**config.mk**
```make
export PLATFORM = sky130hd
export DESIGN_NAME = uart_core_cfg
export DESIGN_NICKNAME = d
export VERILOG_FILES = /design/src/rtl/uart_pkg.sv /design/src/rtl/uart_rx_fifo.sv /design/src/rtl/uart_core_cfg.sv
export SDC_FILE = /design/constraint.sdc
export NUM_CORES = 1
export LEC_CHECK = 0
export ABC_AREA = 1
export BUFFER_PORTS_ARGS = -buffer_cell sky130_fd_sc_hd__buf_2
export CAP_MARGIN = 20
export CELL_PAD_IN_SITES_DETAIL_PLACEMENT = 1
export CELL_PAD_IN_SITES_GLOBAL_PLACEMENT = 1
export CORE_MARGIN = 2
export CORE_UTILIZATION = 30
export DETAILED_ROUTE_END_ITERATION = 10
export PLACE_DENSITY_LB_ADDON = 0.12
export SLEW_MARGIN = 10
export SYNTH_ARGS = -nofsm -noshare
export SYNTH_HDL_FRONTEND = slang
export SYNTH_SLANG_ARGS = --single-unit
```
**constraint.sdc**
```tcl
create_clock -name clk_10ns -period 2.1 [get_ports clk_10ns]
set_clock_uncertainty 0.2 [all_clocks]
set_input_delay 0.42 -clock clk_10ns [delete_from_list [all_inputs] [get_ports clk_10ns]]
set_output_delay 0.42 -clock clk_10ns [all_outputs]
set_load 0.01 [all_outputs]
```
**src/rtl/uart_pkg.sv**
```systemverilog
`default_nettype none
// ============================================================================
// Module      : uart_pkg
// Description : Shared types and helpers for the configurable UART core:
//               parity selection, TX/RX state encodings, bit-period divisor
//               and the RX FIFO entry layout.
// Revision    : 1.0 - initial parametrised release
// ============================================================================
package uart_pkg;

  typedef enum logic [1:0] {
    NONE = 2'd0,
    EVEN = 2'd1,
    ODD  = 2'd2
  } parity_mode_t;

  typedef enum logic [2:0] {
    TX_IDLE   = 3'd0,
    TX_START  = 3'd1,
    TX_DATA   = 3'd2,
    TX_PARITY = 3'd3,
    TX_STOP   = 3'd4
  } tx_state_t;

  typedef enum logic [2:0] {
    RX_IDLE   = 3'd0,
    RX_START  = 3'd1,
    RX_DATA   = 3'd2,
    RX_PARITY = 3'd3,
    RX_STOP   = 3'd4
  } rx_state_t;

  // Entries are sized for the widest legal frame; narrower frames zero-pad.
  localparam int c_max_data_bits = 8;

  typedef struct packed {
    logic [c_max_data_bits-1:0] data;
    logic                       parity_err;
    logic                       frame_err;
  } rx_entry_t;

  // Bit period in system clocks, truncated.
  function automatic int unsigned calc_div(input logic [27:0] clock_freq,
                                           input logic [23:0] baud_rate);
    return 32'(clock_freq) / 32'(baud_rate);
  endfunction

endpackage
`default_nettype wire

```
**src/rtl/uart_rx_fifo.sv**
```systemverilog
`default_nettype none
// ============================================================================
// Module      : uart_rx_fifo
// Description : First-word-fall-through receive FIFO with a sticky overrun
//               flag. Head entry is presented combinationally from storage.
// Revision    : 1.0 - initial release
// ============================================================================
module uart_rx_fifo #(
  parameter int DEPTH = 4,
  parameter int WIDTH = 10
) (
  input  logic             clk,
  input  logic             rst_n,
  input  logic             push,
  input  logic [WIDTH-1:0] push_data,
  input  logic             pop,
  output logic [WIDTH-1:0] head_data,
  output logic             not_empty,
  output logic             overrun
);

  localparam int              c_aw      = $clog2(DEPTH);
  localparam logic [c_aw:0]   c_ptr_one = (c_aw+1)'(1);

  logic [WIDTH-1:0] r_mem [DEPTH];
  logic [c_aw:0]    r_wr_ptr;
  logic [c_aw:0]    r_rd_ptr;
  logic             r_overrun;
  logic             w_empty;
  logic             w_full;
  logic             w_do_pop;
  logic             w_do_push;

  // Extra pointer MSB separates full (MSBs differ) from empty (MSBs equal).
  assign w_empty   = (r_wr_ptr == r_rd_ptr);
  assign w_full    = (r_wr_ptr[c_aw] != r_rd_ptr[c_aw]) &&
                     (r_wr_ptr[c_aw-1:0] == r_rd_ptr[c_aw-1:0]);
  // A pop on an empty FIFO is ignored; a pop frees the slot for a same-cycle push.
  assign w_do_pop  = pop && !w_empty;
  assign w_do_push = push && (!w_full || w_do_pop);

  assign head_data = r_mem[r_rd_ptr[c_aw-1:0]];
  assign not_empty = !w_empty;
  assign overrun   = r_overrun;

  // Storage and pointer update.
  always_ff @(posedge clk or negedge rst_n) begin
    if (!rst_n) begin
      r_wr_ptr <= '0;
      r_rd_ptr <= '0;
      for (int i = 0; i < DEPTH; i++) begin
        r_mem[i] <= '0;
      end
    end else begin
      if (w_do_push) begin
        r_mem[r_wr_ptr[c_aw-1:0]] <= push_data;
        r_wr_ptr                  <= r_wr_ptr + c_ptr_one;
      end
      if (w_do_pop) begin
        r_rd_ptr <= r_rd_ptr + c_ptr_one;
      end
    end
  end

  // Sticky overrun: set on a dropped push, cleared by the next accepted pop.
  always_ff @(posedge clk or negedge rst_n) begin
    if (!rst_n) begin
      r_overrun <= 1'b0;
    end else if (push && w_full && !w_do_pop) begin
      r_overrun <= 1'b1;
    end else if (w_do_pop) begin
      r_overrun <= 1'b0;
    end
  end

endmodule
`default_nettype wire

```
**src/rtl/uart_core_cfg.sv**
```systemverilog
`default_nettype none
// ============================================================================
// Module      : uart_core_cfg
// Description : Full-duplex UART with compile-time data width, parity and
//               stop-bit count, feeding a FWFT RX FIFO with error flags.
// Revision    : 1.0 - initial parametrised release
// ============================================================================
module uart_core_cfg
  import uart_pkg::*;
#(
  parameter logic [27:0] CLOCK_FREQ    = 28'd100000000,
  parameter logic [23:0] BAUD_RATE     = 24'd9600,
  parameter int          DATA_BITS     = 8,
  parameter int          PARITY_MODE   = 0,
  parameter int          STOP_BITS     = 1,
  parameter int          RX_FIFO_DEPTH = 4
) (
  input  logic                 clk_10ns,
  input  logic                 uart_reset,
  input  logic                 uart_tx_start,
  input  logic [DATA_BITS-1:0] uart_transmit_data,
  output logic                 uart_tx_ready,
  output logic                 uart_tx_d_out,
  input  logic                 uart_rx_d_in,
  output logic [DATA_BITS-1:0] uart_received_data,
  output logic                 uart_rx_valid,
  input  logic                 uart_rx_read,
  output logic                 uart_rx_parity_err,
  output logic                 uart_rx_frame_err,
  output logic                 uart_rx_overrun
);

  localparam int unsigned        c_div        = calc_div(CLOCK_FREQ, BAUD_RATE);
  localparam int                 c_cnt_w      = $clog2(c_div);
  localparam logic [c_cnt_w-1:0] c_bit_last   = c_cnt_w'(c_div - 1);
  localparam logic [c_cnt_w-1:0] c_half_last  = c_cnt_w'(c_div / 2 - 1);
  localparam logic [c_cnt_w-1:0] c_cnt_one    = c_cnt_w'(1);
  localparam logic [2:0]         c_last_data  = 3'(DATA_BITS - 1);
  localparam logic               c_last_stop  = (STOP_BITS == 2);
  localparam parity_mode_t       c_parity     = parity_mode_t'(PARITY_MODE[1:0]);
  localparam logic               c_has_parity = (c_parity != NONE);
  localparam logic               c_odd        = (c_parity == ODD);

  // ---------------------------------------------------------------- TX ----
  tx_state_t            r_tx_state;
  logic [c_cnt_w-1:0]   r_tx_cnt;
  logic [2:0]           r_tx_bit;
  logic                 r_tx_stop;
  logic [DATA_BITS-1:0] r_tx_shift;
  logic                 r_tx_par;
  logic                 r_tx_line;
  logic                 r_tx_ready;
  logic                 w_tx_bit_end;

  assign w_tx_bit_end  = (r_tx_cnt == c_bit_last);
  assign uart_tx_d_out = r_tx_line;
  assign uart_tx_ready = r_tx_ready;

  // Transmit FSM: every bit is held for one full bit period; line and ready are registered.
  always_ff @(posedge clk_10ns or negedge uart_reset) begin
    if (!uart_reset) begin
      r_tx_state <= TX_IDLE;
      r_tx_cnt   <= '0;
      r_tx_bit   <= '0;
      r_tx_stop  <= 1'b0;
      r_tx_shift <= '0;
      r_tx_par   <= 1'b0;
      r_tx_line  <= 1'b1;
      r_tx_ready <= 1'b1;
    end else begin
      case (r_tx_state)
        TX_IDLE: begin
          if (uart_tx_start) begin
            r_tx_shift <= uart_transmit_data;
            r_tx_par   <= (^uart_transmit_data) ^ c_odd;
            r_tx_line  <= 1'b0;
            r_tx_ready <= 1'b0;
            r_tx_cnt   <= '0;
            r_tx_bit   <= '0;
            r_tx_stop  <= 1'b0;
            r_tx_state <= TX_START;
          end
        end
        TX_START: begin
          if (w_tx_bit_end) begin
            r_tx_cnt   <= '0;
            r_tx_line  <= r_tx_shift[0];
            r_tx_state <= TX_DATA;
          end else begin
            r_tx_cnt <= r_tx_cnt + c_cnt_one;
          end
        end
        TX_DATA: begin
          if (w_tx_bit_end) begin
            r_tx_cnt <= '0;
            if (r_tx_bit == c_last_data) begin
              if (c_has_parity) begin
                r_tx_line  <= r_tx_par;
                r_tx_state <= TX_PARITY;
              end else begin
                r_tx_line  <= 1'b1;
                r_tx_state <= TX_STOP;
              end
            end else begin
              r_tx_bit   <= r_tx_bit + 3'd1;
              r_tx_shift <= r_tx_shift >> 1;
              r_tx_line  <= r_tx_shift[1];
            end
          end else begin
            r_tx_cnt <= r_tx_cnt + c_cnt_one;
          end
        end
        TX_PARITY: begin
          if (w_tx_bit_end) begin
            r_tx_cnt   <= '0;
            r_tx_line  <= 1'b1;
            r_tx_state <= TX_STOP;
          end else begin
            r_tx_cnt <= r_tx_cnt + c_cnt_one;
          end
        end
        TX_STOP: begin
          if (w_tx_bit_end) begin
            r_tx_cnt <= '0;
            if (r_tx_stop == c_last_stop) begin
              r_tx_ready <= 1'b1;
              r_tx_state <= TX_IDLE;
            end else begin
              r_tx_stop <= 1'b1;
            end
          end else begin
            r_tx_cnt <= r_tx_cnt + c_cnt_one;
          end
        end
        default: begin
          r_tx_line  <= 1'b1;
          r_tx_ready <= 1'b1;
          r_tx_state <= TX_IDLE;
        end
      endcase
    end
  end

  // ---------------------------------------------------------------- RX ----
  logic                 r_rx_meta;
  logic                 r_rx_sync;
  logic                 r_rx_prev;
  rx_state_t            r_rx_state;
  logic [c_cnt_w-1:0]   r_rx_cnt;
  logic [2:0]           r_rx_bit;
  logic [DATA_BITS-1:0] r_rx_shift;
  logic                 r_rx_par_bit;
  logic                 r_rx_push;
  rx_entry_t            r_rx_entry;
  rx_entry_t            w_head;
  logic                 w_rx_bit_end;
  logic                 w_rx_half_end;

  assign w_rx_bit_end  = (r_rx_cnt == c_bit_last);
  assign w_rx_half_end = (r_rx_cnt == c_half_last);

  // Two-flop synchroniser plus one delayed copy for falling-edge detection.
  always_ff @(posedge clk_10ns or negedge uart_reset) begin
    if (!uart_reset) begin
      r_rx_meta <= 1'b1;
      r_rx_sync <= 1'b1;
      r_rx_prev <= 1'b1;
    end else begin
      r_rx_meta <= uart_rx_d_in;
      r_rx_sync <= r_rx_meta;
      r_rx_prev <= r_rx_sync;
    end
  end

  // Receive FSM: mid-bit sampling; the entry is pushed at the first stop-bit sample.
  always_ff @(posedge clk_10ns or negedge uart_reset) begin
    if (!uart_reset) begin
      r_rx_state   <= RX_IDLE;
      r_rx_cnt     <= '0;
      r_rx_bit     <= '0;
      r_rx_shift   <= '0;
      r_rx_par_bit <= 1'b0;
      r_rx_push    <= 1'b0;
      r_rx_entry   <= '0;
    end else begin
      r_rx_push <= 1'b0;
      case (r_rx_state)
        RX_IDLE: begin
          if (r_rx_prev && !r_rx_sync) begin
            r_rx_cnt   <= '0;
            r_rx_state <= RX_START;
          end
        end
        RX_START: begin
          if (w_rx_half_end) begin
            r_rx_cnt <= '0;
            r_rx_bit <= '0;
            // Line already back high at mid-start: treat as a glitch.
            r_rx_state <= r_rx_sync ? RX_IDLE : RX_DATA;
          end else begin
            r_rx_cnt <= r_rx_cnt + c_cnt_one;
          end
        end
        RX_DATA: begin
          if (w_rx_bit_end) begin
            r_rx_cnt   <= '0;
            r_rx_shift <= {r_rx_sync, r_rx_shift[DATA_BITS-1:1]};
            if (r_rx_bit == c_last_data) begin
              r_rx_state <= c_has_parity ? RX_PARITY : RX_STOP;
            end else begin
              r_rx_bit <= r_rx_bit + 3'd1;
            end
          end else begin
            r_rx_cnt <= r_rx_cnt + c_cnt_one;
          end
        end
        RX_PARITY: begin
          if (w_rx_bit_end) begin
            r_rx_cnt     <= '0;
            r_rx_par_bit <= r_rx_sync;
            r_rx_state   <= RX_STOP;
          end else begin
            r_rx_cnt <= r_rx_cnt + c_cnt_one;
          end
        end
        RX_STOP: begin
          if (w_rx_bit_end) begin
            r_rx_cnt              <= '0;
            r_rx_push             <= 1'b1;
            r_rx_entry.data       <= c_max_data_bits'(r_rx_shift);
            r_rx_entry.parity_err <= c_has_parity &
                                     (r_rx_par_bit ^ (^r_rx_shift) ^ c_odd);
            r_rx_entry.frame_err  <= !r_rx_sync;
            r_rx_state            <= RX_IDLE;
          end else begin
            r_rx_cnt <= r_rx_cnt + c_cnt_one;
          end
        end
        default: begin
          r_rx_state <= RX_IDLE;
        end
      endcase
    end
  end

  uart_rx_fifo #(
    .DEPTH (RX_FIFO_DEPTH),
    .WIDTH ($bits(rx_entry_t))
  ) u_rx_fifo (
    .clk       (clk_10ns),
    .rst_n     (uart_reset),
    .push      (r_rx_push),
    .push_data (r_rx_entry),
    .pop       (uart_rx_read),
    .head_data (w_head),
    .not_empty (uart_rx_valid),
    .overrun   (uart_rx_overrun)
  );

  assign uart_received_data = w_head.data[DATA_BITS-1:0];
  assign uart_rx_parity_err = w_head.parity_err;
  assign uart_rx_frame_err  = w_head.frame_err;

endmodule
`default_nettype wire

```
==> results.md <==
Status:
- The run finished, with violations left.
- The checks that failed: negative setup slack.

Setup path:
- The required time of the critical path is 1.48 ns.
- The count of cell instances traversed by the critical path is 4.
- Data arrives at the worst endpoint at 1.48 ns.
- The class of the most critical setup path is flip-flop to output port.
- Traced cell by cell, the critical path runs through buf_12 > o21ai_1 > o22ai_1 > buf_2.
- The worst setup path is launched from a flip-flop.
- The destination of the worst register-to-register timing path is r_tx_shift[4].
- The number of cells on the worst reg-to-reg path is 7.
- The cell family with the largest share of critical-path delay is flip-flops.
- For flop-to-flop paths, the worst setup slack is 0.18 ns.
- On the worst path, the slowest cell contributes a delay of 0.45 ns.
- The maximum net fanout on the critical path is 14.
- The source of the worst register-to-register timing path is r_tx_bit[0].
- Among all stages on the critical path, the largest delay is contributed by dfrtp_2.
- The category of the worst setup path capture point is an output port.
- The total buffers and inverters traversed by the critical path is 2.

Routing:
- The routed wire length per instance is 14.1 µm.
- The post-detailed-routing wire length is 14,800 µm.
- The number of DRC violations after detailed routing is 0.
- The total number of vias is 4,892.
- The first detailed-routing pass took 4 iterations.
- In this run the remaining antenna-violating nets after routing total 0.
- In this run, the number of DRC markers left after iteration 0 of detailed routing was 173.
- The post-detailed-route via-to-cell ratio is 4.69.

Clock tree:
- The TritonCTS clock tree is yes.
- The depth of the CTS H-tree is 4.
- The CTS sink count is 114.
- The root buffer selected by CTS is clkbuf_16.
- Clock-pin slew was measured on the worst setup and hold paths at 0.06 ns.
- The clock tree buffer depth is 2.
- Clock latency on the worst-skew pair, taken at its later pin, is 0.41 ns.
- In this run, CTS created clock tree buffers numbering 17.

STA:
- The count of final max-slew check failures is 0.
- In the post-route analysis, the smallest setup slack over all paths is -0.000893 ns.
- The post-route minimum period is 2.10 ns.
- In the final timing run, aggregate negative setup slack is -0.00132 ns.
- The number of hold violations in the final report is 0.
- Setup violations remaining at the end of the flow were counted as 2.
- Setup repair after global routing could not meet its margin everywhere.
- The final cycle utilization of the critical path is 100%.
- The maximum clock frequency is 476 MHz.

Yosys:
- The Yosys step of the flow raised 0 warnings.
- The synthesized design devotes to its leading area cell type 46.9% of total area.
- The portion of synthesized area spent on multiplexers is 1.20%.
- The number of storage elements in the synthesis netlist is 114.
- The mean post-synth cell area is 8.15 µm².
- The xor/xnor share of the synthesized area is 3.31%.
- Of the total synthesized cell area, the portion taken by AND, OR, NAND and NOR gates is 24.8%.
- The post-synthesis net count is 738.
- Summing the areas of all fa, ha and maj instances in the mapped netlist gives 2.37% of the synthesized area.
- The synthesized netlist devotes 12.3% of its cell area to compound gates.
- The synthesized netlist occupies a cell area of 5820 µm².
- For this run, the register share of the synthesized area comes to 49.1%.
- In the post-synthesis netlist, the biggest area contributors are dfrtp_1, nand2_1, o21ai_0.
- The main combinational cell family by area after synthesis is simple AND/OR/NAND/NOR gates.
- Summed over all instances, the cell type with the most area after synthesis is dfrtp_1.
- After synthesis, the netlist uses 39 different library cells.
- Synthesis produced a netlist whose cell count is 714.

Finish:
- In the final layout, the share of cells above drive strength 1 is 17.6%.
- Summing all multi-input logic gate instances after layout gives 2630 µm².
- The repair_antennas step left the layout with diodes totalling 0.
- The area growth from synthesis to layout is 22.6%.
- The flip-flop and latch area is 2860 µm².
- For this run, the post-layout net count is 795.
- The final design utilization is 37.8%.
- Leaving out filler cells and counting taps, the final layout contains 1,044.
- After filler insertion, the fill cell instance count of the layout stands at 2,275.

GRT:
- Entering global routing, the biggest net connects 80 pins.
- For this run the aggregate overflow at the end of global routing stands at 0.
- The total track usage is 15.7%.
- The via count of the first global-routing pass is 5,281.
- The number of antenna violations at the first check in global routing is 0.
- The global-route wire length before repair is 25,500 µm.

Placement:
- The number of buffers added on ports is 25.
- The number of placed instances with taps included is 1,007.
- The final estimated routing congestion in global placement is 0.794.
- Summed over all nets, the half-perimeter wirelength after detailed placement is 10,500 µm.

Run:
- The number of max-cap violations is 0.

Floorplanning:
- The die is 143 µm wide.
- The die covers 20,500 µm².
- 27 I/O pins were placed.
- The initial utilization of the core area, before any placement, comes to 30.8%.
- In this run the standard cell core region covers 18,900 µm².
- The floorplan die height is 143 µm.
- The number of standard-cell rows in the floorplan is 50.

Hold path:
- The min-delay analysis places its worst path in the category primary input to flip-flop.
- The path with the worst hold slack has its endpoint at r_tx_shift[7].
- Along the worst hold path, the cell count comes to 3.
- The startpoint of the worst hold path is uart_transmit_data[7].

Power:
- For this design the ratio of total power to cell area is 1030 nW/µm².
- Summed over all cells, the static leakage comes to 3.35 nW.
- The worst-case IR drop observed on VDD is 0.521 mV.
per-stage QoR:
step                      total power, W  hold WS [ns]  area [µm²]  setup WS (ns)
after floorplan                  0.00402       -0.0756        5820          0.197
after global placement           0.00454         0.147        6410          0.193
after detailed placement         0.00461         0.147        6410          0.120
after CTS                        0.00750        0.0546        7070        -0.0458
after global routing             0.00789        0.0893        7140        -0.0785
final                            0.00736        0.0688        7140      -0.000893
repair_timing:
| item | 4_1_cts | 5_1_grt |
|---|---|---|
| endpoints found under the hold margin | 110 | 0 |
| setup endpoints to repair | 10 | 24 |
| resized for setup | 15 | 20 |
| buffers inserted | 3 | 0 |
| hold buffers | 2 | 0 |
| pin swaps | 3 | 3 |
per-layer routing:
| metal | up-vias | GRT usage, % | wire (µm) | part of all wire [%] |
|---|---|---|---|---|
| li1 | 2438 | - | - | - |
| met1 | 2408 | 20.1 | 7050 | 48 |
| met2 | 37 | 26.5 | 7200 | 49 |
| met3 | 9 | 3.82 | 347 | 2.4 |
| met4 | 0 | 4.75 | 161 | 1.1 |
| met5 | - | 0 | 0 | 0 |
sequential cells by signal, summed over array words and instances (netlist names), 3 cells and up:
register / count
u_rx_fifo.r_rd_ptr: 3
r_tx_bit: 3
r_tx_shift: 8
r_rx_state: 3
r_tx_state: 3
r_rx_bit: 3
r_rx_shift: 8
r_rx_entry: 9
u_rx_fifo.r_wr_ptr: 3
u_rx_fifo.r_mem: 36
r_rx_cnt: 14
r_tx_cnt: 14
cell usage after synthesis, drive strengths merged:
library cell	n
a21oi	5
a31o	1
and2	1
and3	1
buf	10
clkbuf	7
conb	1
dfrtp	109
dfstp	5
ha	11
inv	79
mux2i	7
nand2	178
nand3	44
nand3b	1
nand4	16
nor2	81
nor3	7
nor3b	1
o211ai	4
o21ai	108
o22ai	11
o31ai	1
or2	3
xnor2	6
xor2	16
where the power goes:
part           switching, W  total, W  internal, W
Combinational       0.00127   0.00188     0.000614
Sequential         0.000195   0.00266      0.00246
Clock               0.00106   0.00282      0.00177
logic make-up (layout without fill, tap and decap cells):
kind of cell / count (synthesis) / in the layout
AOI/OAI and AO/OA: 130 / 130
xor gates and xnor gates: 22 / 22
adders and majority gates: 11 / 11
buffers and inverters: 96 / 166
DFF: 114 / 114
muxes: 7 / 7
other: 1 / 1
and+or+nand+nor: 333 / 333
worst max-delay path by stage:
stage	start	slack, ns	endpoint
after detailed placement	r_rx_cnt[0]	0.12	r_rx_bit[2]
after global routing	u_rx_fifo.r_rd_ptr[0]	-0.08	uart_received_data[3]
final	u_rx_fifo.r_rd_ptr[0]	-0.0009	uart_received_data[6]
after CTS	u_rx_fifo.r_rd_ptr[1]	-0.05	uart_received_data[0]
after floorplan	u_rx_fifo.r_rd_ptr[0]	0.20	uart_received_data[0]
after global placement	r_rx_cnt[0]	0.19	r_rx_entry[5]
cell usage in the layout (no fill, tap or decap), types with 3 or more instances in the layout:
cell,Yosys,layout
ha_1,11,10
o21ai_1,6,12
dfrtp_1,109,107
inv_2,4,6
buf_6,3,3
o22ai_1,11,10
o21ai_0,93,84
nor2_2,3,3
buf_4,2,21
buf_2,3,24
nand2_1,173,172
o21ai_2,9,12
dfstp_2,5,5
nand3_1,38,37
nand4_1,16,16
clkinv_2,0,5
mux2i_1,7,7
clkinvlp_4,0,5
nand2_2,5,6
inv_1,75,72
a21oi_1,5,5
clkbuf_16,0,17
buf_12,0,5
nor3_1,7,7
xnor2_1,6,3
nor2_1,77,77
xor2_1,16,16
nand3_2,5,6
o211ai_1,4,4
cell type report:
class | count | area share [%]
Sequential cell | 114 | 40.1
Multi-Input combinational cell | 504 | 36.9
Clock buffer | 18 | 6.15
Timing Repair Buffer | 55 | 6.05
Tap cell | 260 | 4.56
Inverter | 79 | 4.26
Clock inverter | 14 | 1.96
worst register-to-register path: stages (launching register included):
cell     delay (ns)
dfrtp_1        0.39
ha_1           0.21
ha_1           0.19
or2_4          0.27
nand2_2        0.08
nand3_4        0.23
nand2_1        0.16
o21ai_2        0.06
Note: power is estimated with default switching activity, not from simulation.
